--- src/rtl/uart_tx.sv ---
// UART transmitter: valid/ready word input, one-word holding buffer, LSB-first serial frames.
// Define UART_TX_PARITY_EN to append an even-parity bit after the data bits.
module uart_tx #(
    parameter int unsigned CLOCK_FREQ = 50_000_000,
    parameter int unsigned BAUD_RATE  = 115_200,
    parameter int unsigned WIDTH      = 8,
    parameter int unsigned STOP_BITS  = 1
) (
    input  logic             clock,
    input  logic             resetn,
    input  logic [WIDTH-1:0] data,
    input  logic             valid,
    output logic             ready,
    output logic             tx,
    output logic             busy
);

    localparam int unsigned TPB   = CLOCK_FREQ / BAUD_RATE;
    localparam int unsigned CNT_W = $clog2(TPB) + 1;
    localparam int unsigned IDX_W = $clog2(WIDTH + 2);

    if (TPB < 2) begin : g_tpb_check
        $error("uart_tx: CLOCK_FREQ / BAUD_RATE must be at least 2");
    end

    typedef enum logic [2:0] {
        IDLE,
        START,
        DATA,
`ifdef UART_TX_PARITY_EN
        PARITY,
`endif
        STOP
    } state_t;

    state_t             state, state_n;
    logic [CNT_W-1:0]   tick, tick_n;
    logic [IDX_W-1:0]   bit_idx, bit_idx_n;
    logic [WIDTH-1:0]   shifter, shifter_n;
    logic [WIDTH-1:0]   buffer, buffer_n;
    logic               buffer_full, buffer_full_n;
    logic               tx_n, busy_n, ready_n;
    logic               accept_c, load_c;
`ifdef UART_TX_PARITY_EN
    logic               parity_bit, parity_n;
`endif

    assign accept_c = valid && ready;

    // State and output registers
    always_ff @(posedge clock or negedge resetn) begin
        if (!resetn) begin
            state       <= IDLE;
            tick        <= '0;
            bit_idx     <= '0;
            shifter     <= '0;
            buffer      <= '0;
            buffer_full <= 1'b0;
            tx          <= 1'b1;
            busy        <= 1'b0;
            ready       <= 1'b1;
`ifdef UART_TX_PARITY_EN
            parity_bit  <= 1'b0;
`endif
        end else begin
            state       <= state_n;
            tick        <= tick_n;
            bit_idx     <= bit_idx_n;
            shifter     <= shifter_n;
            buffer      <= buffer_n;
            buffer_full <= buffer_full_n;
            tx          <= tx_n;
            busy        <= busy_n;
            ready       <= ready_n;
`ifdef UART_TX_PARITY_EN
            parity_bit  <= parity_n;
`endif
        end
    end

    // Next-state, buffer handling and registered-output precompute
    always_comb begin
        state_n       = state;
        tick_n        = tick;
        bit_idx_n     = bit_idx;
        shifter_n     = shifter;
        buffer_n      = buffer;
        buffer_full_n = buffer_full;
        load_c        = 1'b0;
`ifdef UART_TX_PARITY_EN
        parity_n      = parity_bit;
`endif

        case (state)
            IDLE: begin
                if (buffer_full) begin
                    load_c = 1'b1;
                end
            end
            START: begin
                if (tick == '0) begin
                    state_n   = DATA;
                    tick_n    = CNT_W'(TPB - 1);
                    bit_idx_n = '0;
                end else begin
                    tick_n = tick - CNT_W'(1);
                end
            end
            DATA: begin
                if (tick == '0) begin
                    shifter_n = shifter >> 1;
                    tick_n    = CNT_W'(TPB - 1);
                    if (bit_idx == IDX_W'(WIDTH - 1)) begin
                        bit_idx_n = '0;
`ifdef UART_TX_PARITY_EN
                        state_n   = PARITY;
`else
                        state_n   = STOP;
`endif
                    end else begin
                        bit_idx_n = bit_idx + IDX_W'(1);
                    end
                end else begin
                    tick_n = tick - CNT_W'(1);
                end
            end
`ifdef UART_TX_PARITY_EN
            PARITY: begin
                if (tick == '0) begin
                    state_n   = STOP;
                    tick_n    = CNT_W'(TPB - 1);
                    bit_idx_n = '0;
                end else begin
                    tick_n = tick - CNT_W'(1);
                end
            end
`endif
            STOP: begin
                if (tick == '0) begin
                    if (bit_idx == IDX_W'(STOP_BITS - 1)) begin
                        bit_idx_n = '0;
                        if (buffer_full) begin
                            load_c = 1'b1;
                        end else begin
                            state_n = IDLE;
                        end
                    end else begin
                        bit_idx_n = bit_idx + IDX_W'(1);
                        tick_n    = CNT_W'(TPB - 1);
                    end
                end else begin
                    tick_n = tick - CNT_W'(1);
                end
            end
            default: begin
                state_n = IDLE;
            end
        endcase

        // Buffer-to-shifter transfer starts a new frame
        if (load_c) begin
            state_n       = START;
            tick_n        = CNT_W'(TPB - 1);
            bit_idx_n     = '0;
            shifter_n     = buffer;
            buffer_full_n = 1'b0;
`ifdef UART_TX_PARITY_EN
            parity_n      = ^buffer;
`endif
        end

        // ready is low while full and stays low the cycle after a transfer
        if (accept_c) begin
            buffer_n      = data;
            buffer_full_n = 1'b1;
        end
        ready_n = !(buffer_full || accept_c);
        busy_n  = (state_n != IDLE);

        case (state_n)
            START:   tx_n = 1'b0;
            DATA:    tx_n = shifter_n[0];
`ifdef UART_TX_PARITY_EN
            PARITY:  tx_n = parity_n;
`endif
            default: tx_n = 1'b1;
        endcase
    end

endmodule

--- config.mk ---
export PLATFORM = sky130hd
export DESIGN_NAME = uart_tx
export DESIGN_NICKNAME = d
export VERILOG_FILES = /design/src/rtl/uart_tx.sv
export SDC_FILE = /design/constraint.sdc
export NUM_CORES = 1
export LEC_CHECK = 0
export ABC_AREA = 1
export BUFFER_PORTS_ARGS = -buffer_cell sky130_fd_sc_hd__buf_2
export CORE_ASPECT_RATIO = 1.4
export CORE_MARGIN = 2
export CORE_UTILIZATION = 55
export DETAILED_ROUTE_END_ITERATION = 6
export PLACE_DENSITY = 0.7
export SETUP_SLACK_MARGIN = 0.5
export SLEW_MARGIN = 30
export SYNTH_ARGS = -nofsm -noshare
export SYNTH_HDL_FRONTEND = slang
export SYNTH_SLANG_ARGS = --single-unit
--- constraint.sdc ---
create_clock -name clock -period 4.6 [get_ports clock]
set_clock_uncertainty 0.2 [all_clocks]
set_input_delay 1.38 -clock clock [delete_from_list [all_inputs] [get_ports clock]]
set_output_delay 1.38 -clock clock [all_outputs]
set_load 0.005 [all_outputs]
==> flow_summary_export.csv, run 1 <==
group,metric,value,unit
yosys,synth.yosys.seq_area_share,47.96,%
cells_and_area,final_net_count,254,
critical_path,cp_slowest_cell,"dfstp_2",
global_routing,grt.total_usage,21.02,%
global_routing,busiest_layer,"met2",
critical_path,critPathMaxStageDelay,0.54,ns
critical_path,critPathTopFamily,"flip-flops",
sta,fin_hold_ws,0.2807,ns
yosys,yosys.area.top_type,"dfrtp_1",
clocking,htree_levels,2,
clocking,clk-insertion-delay-late,0.29,ns
yosys,synthTopCellsByArea,"dfrtp_1 45%, nand2_1 12%, nand3_1 4.7%",
drt,ant_nets,0,
critical_path,crit_arrival,0.93,ns
global_routing,grt_pass1_wl,6154,µm
critical_path,critPathMaxFanout,3,
cells_and_area,stdcell_area,0.002122,mm²
critical_path,crit_type,"flip-flop to output pin",
drt,drt_wl_total,3440,µm
critical_path,required,3.02,ns
placement,place_inst,273,
global_routing,first_global_vias,1461,
placement,placed_area,0.002032,mm²
drt,vias,1465,
drt,routedWlPerCell,12.29,µm
critical_path,r2r_slack,2.38,ns
floorplanning,die_h,74.19,µm
outcome,status,"complete, no violations",
clocking,cts-hold-fix-buffers,0,
placement,io_buffers,13,
clocking,cts_buffers,5,
critical_path,path_cells,"buf_2",
yosys,ys_types,29,
yosys,postSynthCellCount,222,
floorplanning,die_x,54.14,µm
clocking,clock_sinks,37,
sta,final_max_slew_viol_count,0,
drt,viasPerCell,5.232,
floorplanning,io_pins,14,
global_routing,grt_max_degree,38,
cells_and_area,layout.cells.non_filler,280,
min_path,hp-class,"flip-flop to flip-flop",
floorplanning,core,0.003378,mm²
cells_and_area,layout_common_cells,"64 x nand2_1, 35 x dfrtp_1, 20 x inv_1, 19 x nor2_1, 18 x nand3_1",
sta,min_period,2.510,ns
critical_path,worst_setup_path_start_kind,"flip-flop",
drt,drcViolationCount,0,
sta,setup_viol,0,
clocking,ctsRootBufferMaster,"clkbuf_8",
floorplanning,start_util,57.30,%
cells_and_area,antennaDiodeCount,0,
power_and_ir_drop,finalPower,1.149,mW
clocking,cts_tree,"built",
clocking,path_clk_slew,0.07,ns
sta,max_freq,398.4,MHz
sta,finalCritPeriodShare,54.57,%
clocking,cts_buffer_depth,2,
floorplanning,dieArea,0.004016,mm²
sta,timing.slew.headroom,46.46,%
floorplanning,num_rows,25,
critical_path,end_kind,"output pin",
power_and_ir_drop,total_leakage_power,1.087,nW
sta,hold_violations,0,
power_and_ir_drop,power_density,541.5,mW/mm²
cells_and_area,layout_commonest_cell,"nand2_1",
yosys,synth.avg_cell_area,8.719,µm²
global_routing,grt_use_met2,35.34,%
flow_run,cap_violations,0,
global_routing,antenna_found_initial,0,
global_routing,grtUsageMet3,5.422,%
sta,rsz0062_at_grt,"no",
yosys,synth.cell_area,0.001936,mm²
drt,dr.pass1.iters,4,
yosys,synth_top_cell_area_share,45.25,%
sta,finalSetupTns,0,ns
yosys,ys_ff_latch,37,
sta,worst_pin_slew,0.8032,ns
global_routing,overflow,0,
global_routing,use_met1,25.37,%
critical_path,path_buf_inv,1,
power_and_ir_drop,max-vdd-ir-drop,444.2,µV
drt,drt_iter0_drc,54,
clocking,cts_resized,0,
cells_and_area,drive_gt1_share,22.08,%
placement,gp_congestion,0.7885,
yosys,ys_warn_count,0,
clocking,postCtsSetupRepairBufs,0,
yosys,mappedNetlistNets,236,
cells_and_area,synthToLayoutAreaGrowth,9.632,%
placement,dp_hpwl,2455,µm
-- registers in the layout (all words and copies together) (netlist names) --
| register | flops |
|---|---|
| tick | 10 |
| buffer_full | 1 |
| shifter | 8 |
| bit_idx | 4 |
| state | 3 |
| ready | 1 |
| buffer | 8 |
| busy | 1 |
| tx | 1 |
-- routing by layer --
metal / up-vias / part of all wire (%)
met5: - / 0
met4: 0 / 1.6
met3: 5 / 3.3
met2: 28 / 50
met1: 680 / 45
li1: 752 / -
-- area by class of cell --
| type | instances | area [µm²] |
|---|---|---|
| fillers | 300 | 1256 |
| flip-flops and latches | 37 | 928.4 |
| multi-input cells | 162 | 909.6 |
| clock buffers | 6 | 82.58 |
| inverters | 21 | 78.83 |
| repair buffers | 13 | 65.06 |
| well taps | 40 | 50.05 |
| clock inverters | 1 | 7.507 |
-- kinds of logic after synthesis --
group | synth area share (%)
XOR/XNOR | 1.810
AO/OA/AOI/OAI | 7.110
flip-flops | 47.96
multiplexers | 4.654
adder cells (fa/ha/maj) | 1.939
AND/OR/NAND/NOR | 31.29
buffers and inverters | 5.042
other | 0.1937
-- cells in the mapped netlist --
cell type / count
a21oi_1: 3
buf_4: 1
buf_6: 1
conb_1: 1
dfrtp_1: 35
dfstp_2: 2
ha_1: 3
inv_1: 20
inv_2: 1
mux2_2: 8
nand2_1: 64
nand2_2: 4
nand2_4: 4
nand3_1: 18
nand3_4: 1
nand3b_1: 1
nand4_1: 7
nor2_1: 19
nor2_2: 3
nor2_4: 1
nor2_8: 1
o21ai_0: 9
o21ai_1: 2
o21ai_2: 5
o21ai_4: 1
o31ai_1: 1
or2_2: 1
or3b_2: 1
xor2_1: 4
-- worst paths after layout --
kind	end	cells after the start	startpoint
worst max-delay path	ready	1	ready$_DFF_PN1_
worst min-delay path	shifter[4]$_DFFE_PN0P_	2	shifter[4]$_DFFE_PN0P_
worst max register to register	tick[8]$_DFFE_PN0P_	9	tick[0]$_DFFE_PN0P_
worst min register to register	shifter[4]$_DFFE_PN0P_	2	shifter[4]$_DFFE_PN0P_
max in group asynchronous	buffer[5]$_DFFE_PN0P_	1	resetn
min in group asynchronous	tick[6]$_DFFE_PN0P_	1	resetn
-- where the power goes --
part | total (mW) | switching [mW] | internal (mW)
clock | 0.230 | 0.111 | 0.118
combinational | 0.376 | 0.224 | 0.152
sequential | 0.543 | 0.0907 | 0.452
-- stage by stage --
stage | utilization [%] | setup slack [ns]
floorplan | - | 2.332
global placement | 60.15 | 2.148
detailed placement | 60.15 | 2.119
CTS | 62.81 | 2.077
global route | 62.81 | 2.057
finish | 62.81 | 2.090
Power figures use the tool's default switching activity.
==> run 2: changes to the inputs <==
==> constraint.sdc (replaced) <==
create_clock -name clock -period 2.45 [get_ports clock]
set_clock_uncertainty 0.2 [all_clocks]
set_input_delay 0.735 -clock clock [delete_from_list [all_inputs] [get_ports clock]]
set_output_delay 0.735 -clock clock [all_outputs]
set_load 0.005 [all_outputs]
==> flow_summary_export.csv, run 2 (same netlist as run 1, synthesis figures left out) <==
group,metric,value,unit
sta,min_period,1.880,ns
clocking,cts_buffer_depth,2,
power_and_ir_drop,p_comb_share,37.2,%
critical_path,end_kind,"flip-flop",
cells_and_area,layout_commonest_cell,"nand2_1",
clocking,cts_buffers,5,
drt,vias,1567,
cells_and_area,antennaDiodeCount,0,
placement,io_buffers,13,
sta,hold_violations,0,
sta,finalSetupTns,0,ns
drt,routedWlPerCell,13.68,µm
floorplanning,num_rows,25,
power_and_ir_drop,max-vdd-ir-drop,707.7,µV
critical_path,rr_worst_depth,11,
placement,pre_cts_slack,0.3362,ns
power_and_ir_drop,intPower,1.464,mW
power_and_ir_drop,seq_power_share,43.8,%
min_path,hp-class,"primary input to async pin",
sta,setup_viol,0,
floorplanning,core,0.003378,mm²
drt,drt_wl_total,4008,µm
power_and_ir_drop,total_leakage_power,1.168,nW
sta,final_max_slew_viol_count,0,
critical_path,crit_type,"flip-flop to flip-flop",
cells_and_area,final_net_count,266,
drt,ant_nets,0,
flow_run,cap_violations,0,
sta,finalCritPeriodShare,76.75,%
sta,fin_hold_ws,0.1809,ns
clocking,htree_levels,2,
sta,rsz0062_at_grt,"no",
placement,gp_congestion,0.7943,
sta,fin_ws,0.5696,ns
drt,viasPerCell,5.348,
clocking,clk-insertion-delay-late,0.29,ns
drt,drt_iter0_drc,59,
critical_path,r2r_slack,0.57,ns
critical_path,required,2.43,ns
power_and_ir_drop,switching_share,37.88,%
global_routing,first_global_vias,1453,
outcome,status,"complete, no violations",
critical_path,r2r_start,"bit_idx[0]$_DFFE_PN0P_",
power_and_ir_drop,power_frac_clock,19.1,%
clocking,cts_tree,"built",
critical_path,worstSetupStartpoint,"bit_idx[0]$_DFFE_PN0P_",
global_routing,grt.total_usage,21.69,%
global_routing,overflow,0,
cells_and_area,reg_top3,"tick x10, buffer x8, shifter x8",
global_routing,antenna_found_initial,0,
critical_path,critPathMaxFanout,8,
floorplanning,die_h,74.19,µm
sta,max_freq,531.8,MHz
floorplanning,die_x,54.14,µm
critical_path,crit_arrival,1.86,ns
placement,placed_area,0.002059,mm²
critical_path,timing.rr.end,"tick[7]$_DFFE_PN0P_",
global_routing,grt_pass1_wl,6285,µm
placement,dp_hpwl,2806,µm
critical_path,worst_setup_path_start_kind,"flip-flop",
power_and_ir_drop,finalPower,2.356,mW
power_and_ir_drop,power_density,1025,mW/mm²
floorplanning,dieArea,0.004016,mm²
floorplanning,start_util,57.30,%
drt,drcViolationCount,0,
power_and_ir_drop,power.net_switching,0.8923,mW
cells_and_area,stdcell_area,0.002298,mm²
drt,dr.pass1.iters,4,
cells_and_area,drive_gt1_share,29.25,%
cells_and_area,layout_common_cells,"63 x nand2_1, 34 x dfrtp_1, 18 x inv_1, 18 x nand3_1, 16 x nor2_1",
cells_and_area,synthToLayoutAreaGrowth,18.75,%
cells_and_area,largest_reg_flops,10,
clocking,path_clk_slew,0.08,ns
clocking,ctsRootBufferMaster,"clkbuf_8",
global_routing,grt_max_degree,20,
critical_path,critPathCapture,"tick[7]$_DFFE_PN0P_",
floorplanning,io_pins,14,
cells_and_area,top_register,"tick",
clocking,cts-hold-fix-buffers,0,
clocking,clock_sinks,37,
[run 2: cell count changes in the layout (fill, tap and decap cells not counted), sizes merged]
cell	change
buf	+12
clkinv	+2
clkinvlp	-1
[run 2: per-stage QoR]
| stage | cells | util [%] |
|---|---|---|
| finish | 293 | 68.04 |
| floorplan | 222 | - |
| global placement | 275 | 60.96 |
| global route | 293 | 68.04 |
| detailed placement | 275 | 60.96 |
| CTS | 287 | 65.33 |
[run 2: worst max-delay path, cell delays in order, from the launching register on]
cell,delay (ns)
dfrtp_1,0.39
inv_1,0.07
ha_1,0.20
nand2_2,0.12
nor2_4,0.06
nand3_4,0.10
nand2_4,0.06
nand2_4,0.11
nand2_4,0.09
buf_4,0.14
o21ai_1,0.17
nand2_1,0.07
[run 2: power by group through the flow]
stage	sequential [mW]	clock [mW]	combinational [mW]
5_1_grt	1.06	0.479	0.982
4_1_cts	1.02	0.455	0.783
2_1_floorplan	0.970	0	0.610
6_report	1.03	0.449	0.875
3_3_place_gp	1.02	0	0.724
3_5_place_dp	1.03	0	0.738
[run 2: area by class of cell]
cell class	count	area, µm²
Clock buffer	6	82.58
Clock inverter	2	13.76
Fill cell	286	1080
Inverter	21	81.33
Multi-Input combinational cell	162	957.2
Sequential cell	37	929.6
Tap cell	40	50.05
Timing Repair Buffer	25	183.9
[run 2: worst min path at each step]
| stage | from | endpoint | slack, ns | depth (start not counted) |
|---|---|---|---|---|
| floorplan | resetn | bit_idx[0]$_DFFE_PN0P_ | 0.24 | 0 |
| global placement | shifter[4]$_DFFE_PN0P_ | shifter[4]$_DFFE_PN0P_ | 0.26 | 2 |
| detailed placement | shifter[3]$_DFFE_PN0P_ | shifter[3]$_DFFE_PN0P_ | 0.27 | 2 |
| CTS | resetn | tick[3]$_DFFE_PN0P_ | 0.20 | 1 |
| global route | resetn | tick[4]$_DFFE_PN0P_ | 0.22 | 1 |
| finish | resetn | tick[3]$_DFFE_PN0P_ | 0.18 | 1 |
[run 2: timing repair]
action | in CTS | in global routing
setup endpoints to repair | 22 | 22
buffers inserted | 4 | 6
resized for setup | 4 | 14
pin swaps | 2 | 4
[run 2: layer usage]
layer	global-route usage [%]	routed length (µm)	up-vias
met3	4.016	139	13
li1	-	-	772
met1	24.57	1600	743
met4	12.50	129	0
met5	0	0	-
met2	37.08	2139	39
==> run 3: changes to the inputs <==
==> constraint.sdc (replaced) <==
create_clock -name clock -period 1.8 [get_ports clock]
set_clock_uncertainty 0.2 [all_clocks]
set_input_delay 0.54 -clock clock [delete_from_list [all_inputs] [get_ports clock]]
set_output_delay 0.54 -clock clock [all_outputs]
set_load 0.005 [all_outputs]
==> flow_summary_export.csv, run 3 (same netlist as run 1, synthesis figures left out) <==
group,metric,value,unit
cells_and_area,layout.cells.non_filler,328,
cells_and_area,layout_commonest_cell,"nand2_1",
critical_path,worst_setup_path_start_kind,"flip-flop",
placement,dp_hpwl,3376,µm
sta,finalSetupTns,-0.2177,ns
clocking,clock_sinks,37,
min_path,hp-class,"primary input to async pin",
clocking,htree_levels,2,
critical_path,crit_arrival,1.88,ns
sta,fin_hold_ws,-0.05211,ns
global_routing,antenna_found_initial,0,
cells_and_area,fillerInstances,202,
drt,dr.pass1.iters,4,
floorplanning,io_pins,14,
cells_and_area,stdcell_area,0.002781,mm²
sta,fin_ws,-0.07521,ns
cells_and_area,postLayoutCoreUtil,82.33,%
cells_and_area,top_register,"tick",
drt,routedWlPerCell,17.51,µm
clocking,path_clk_slew,0.08,ns
drt,ant_nets,0,
placement,io_buffers,13,
drt,drcViolationCount,0,
cells_and_area,largest_reg_flops,10,
global_routing,use_met1,30.90,%
placement,placed_area,0.002345,mm²
clocking,cts_tree,"built",
power_and_ir_drop,total_leakage_power,1.383,nW
clocking,ctsRootBufferMaster,"clkbuf_8",
floorplanning,start_util,57.30,%
global_routing,grt_pass1_wl,8224,µm
cells_and_area,reg_top3,"tick x10, buffer x8, shifter x8",
critical_path,r2r_start,"tick[4]$_DFFE_PN0P_",
critical_path,path_cells,"nor2_2 > nand2_2 > nor2_8 > nand3_4 > o21ai_4 > buf_6 > buf_6 > nand2_1 > o21ai_1",
placement,pre_cts_slack,-0.1548,ns
global_routing,grt.total_usage,29.66,%
floorplanning,dieArea,0.004016,mm²
outcome,status,"complete, but fails checks",
sta,rsz0062_at_grt,"yes",
floorplanning,die_x,54.14,µm
cells_and_area,drive_gt1_share,45.83,%
sta,hold_violations,12,
placement,gp_congestion,0.9166,
cells_and_area,final_net_count,301,
cells_and_area,seqCellArea,928.4,µm²
global_routing,first_global_vias,1795,
critical_path,worstSetupStartpoint,"tick[4]$_DFFE_PN0P_",
critical_path,crit_type,"flip-flop to flip-flop",
critical_path,path_buf_inv,2,
drt,viasPerCell,5.534,
outcome,violations,"negative hold slack, negative setup slack",
sta,max_freq,533.3,MHz
drt,vias,1815,
flow_run,cap_violations,0,
critical_path,critPathMaxFanout,5,
floorplanning,core,0.003378,mm²
critical_path,required,1.81,ns
sta,finalCritPeriodShare,104.2,%
power_and_ir_drop,power_density,1432,mW/mm²
cells_and_area,multi_input_area,0.001165,mm²
critical_path,end_kind,"flip-flop",
clocking,cts_buffer_depth,2,
critical_path,cp_slowest_cell,"dfrtp_1",
cells_and_area,layout_common_cells,"53 x nand2_1, 36 x buf_4, 35 x dfrtp_1, 17 x nand3_1, 16 x inv_1",
floorplanning,num_rows,25,
clocking,clk-insertion-delay-late,0.30,ns
cells_and_area,antennaDiodeCount,0,
drt,drt_wl_total,5743,µm
sta,min_period,1.875,ns
cells_and_area,synthToLayoutAreaGrowth,43.70,%
global_routing,grtUsageMet3,6.225,%
global_routing,grt_use_met2,51.54,%
clocking,cts_buffers,5,
floorplanning,die_h,74.19,µm
drt,drt_iter0_drc,64,
sta,setup_viol,7,
power_and_ir_drop,max-vdd-ir-drop,1077,µV
global_routing,grt_max_degree,25,
critical_path,critPathMaxStageDelay,0.40,ns
critical_path,critPathTopFamily,"simple AND/OR/NAND/NOR gates",
sta,final_max_slew_viol_count,0,
placement,place_inst,305,
global_routing,busiest_layer,"met2",
power_and_ir_drop,finalPower,3.982,mW
critical_path,crit_path_frequent_cell,"buf_6",
global_routing,overflow,0,
run 3: cell types whose count changed in the layout (fill, tap and decap cells not counted), moves of 5 or more:
cell / before / now
nand2_2: 2 / 10
o21ai_0: 7 / 2
nor2_4: 3 / 8
buf_4: 9 / 36
o21ai_2: 5 / 10
mux2_2: 8 / 0
mux2_4: 0 / 8
buf_6: 1 / 9
nand2_8: 0 / 5
nand2_1: 63 / 53
nor2_1: 16 / 10
run 3: final timing paths:
| path | to | slack (ns) | depth (start not counted) |
|---|---|---|---|
| min | bit_idx[2]$_DFFE_PN0P_ | -0.05 | 1 |
| max | tick[6]$_DFFE_PN0P_ | -0.08 | 9 |
| min reg2reg | shifter[1]$_DFFE_PN0P_ | 0.30 | 2 |
| max reg2reg | tick[6]$_DFFE_PN0P_ | -0.08 | 9 |
| min in group clock | buffer[7]$_DFFE_PN0P_ | 0.27 | 2 |
| max in group asynchronous | tx$_DFF_PN1_ | 0.94 | 2 |
run 3: worst register-to-register path, cell delays in order, from the launching register on:
cell     delay (ns)
dfrtp_1        0.40
nor2_2         0.14
nand2_2        0.11
nor2_8         0.17
nand3_4        0.11
o21ai_4        0.24
buf_6          0.14
buf_6          0.11
nand2_1        0.06
o21ai_1        0.10
run 3: layout make-up:
class                   instances  share of cell area [%]
clock buffers                   7                   2.744
clock inverters                 1                  0.3149
inverters                      21                   2.924
multi-input cells             163                   41.88
flip-flops and latches         37                   33.38
well taps                      40                   1.799
repair buffers                 59                   16.96
run 3: where the power goes:
group	internal (mW)	switching (mW)	total, mW
clock network	0.277	0.309	0.585
logic	0.961	1.02	1.98
registers	1.16	0.263	1.42
run 3: what timing repair did:
action / in CTS / in global routing
setup buffers: 10 / 4
hold endpoints to repair: 12 / 12
gates cloned: 0 / 1
pin swaps: 15 / 7
resized for setup: 48 / 17
setup endpoints to repair: 30 / 38
run 3: per-layer routing:
metal | wire length, µm | share of wire, % | vias to the layer above
met3 | 229 | 4.0 | 32
met1 | 1964 | 34 | 865
met2 | 3149 | 55 | 66
li1 | - | - | 852
met4 | 399 | 6.9 | 0
met5 | 0 | 0 | -
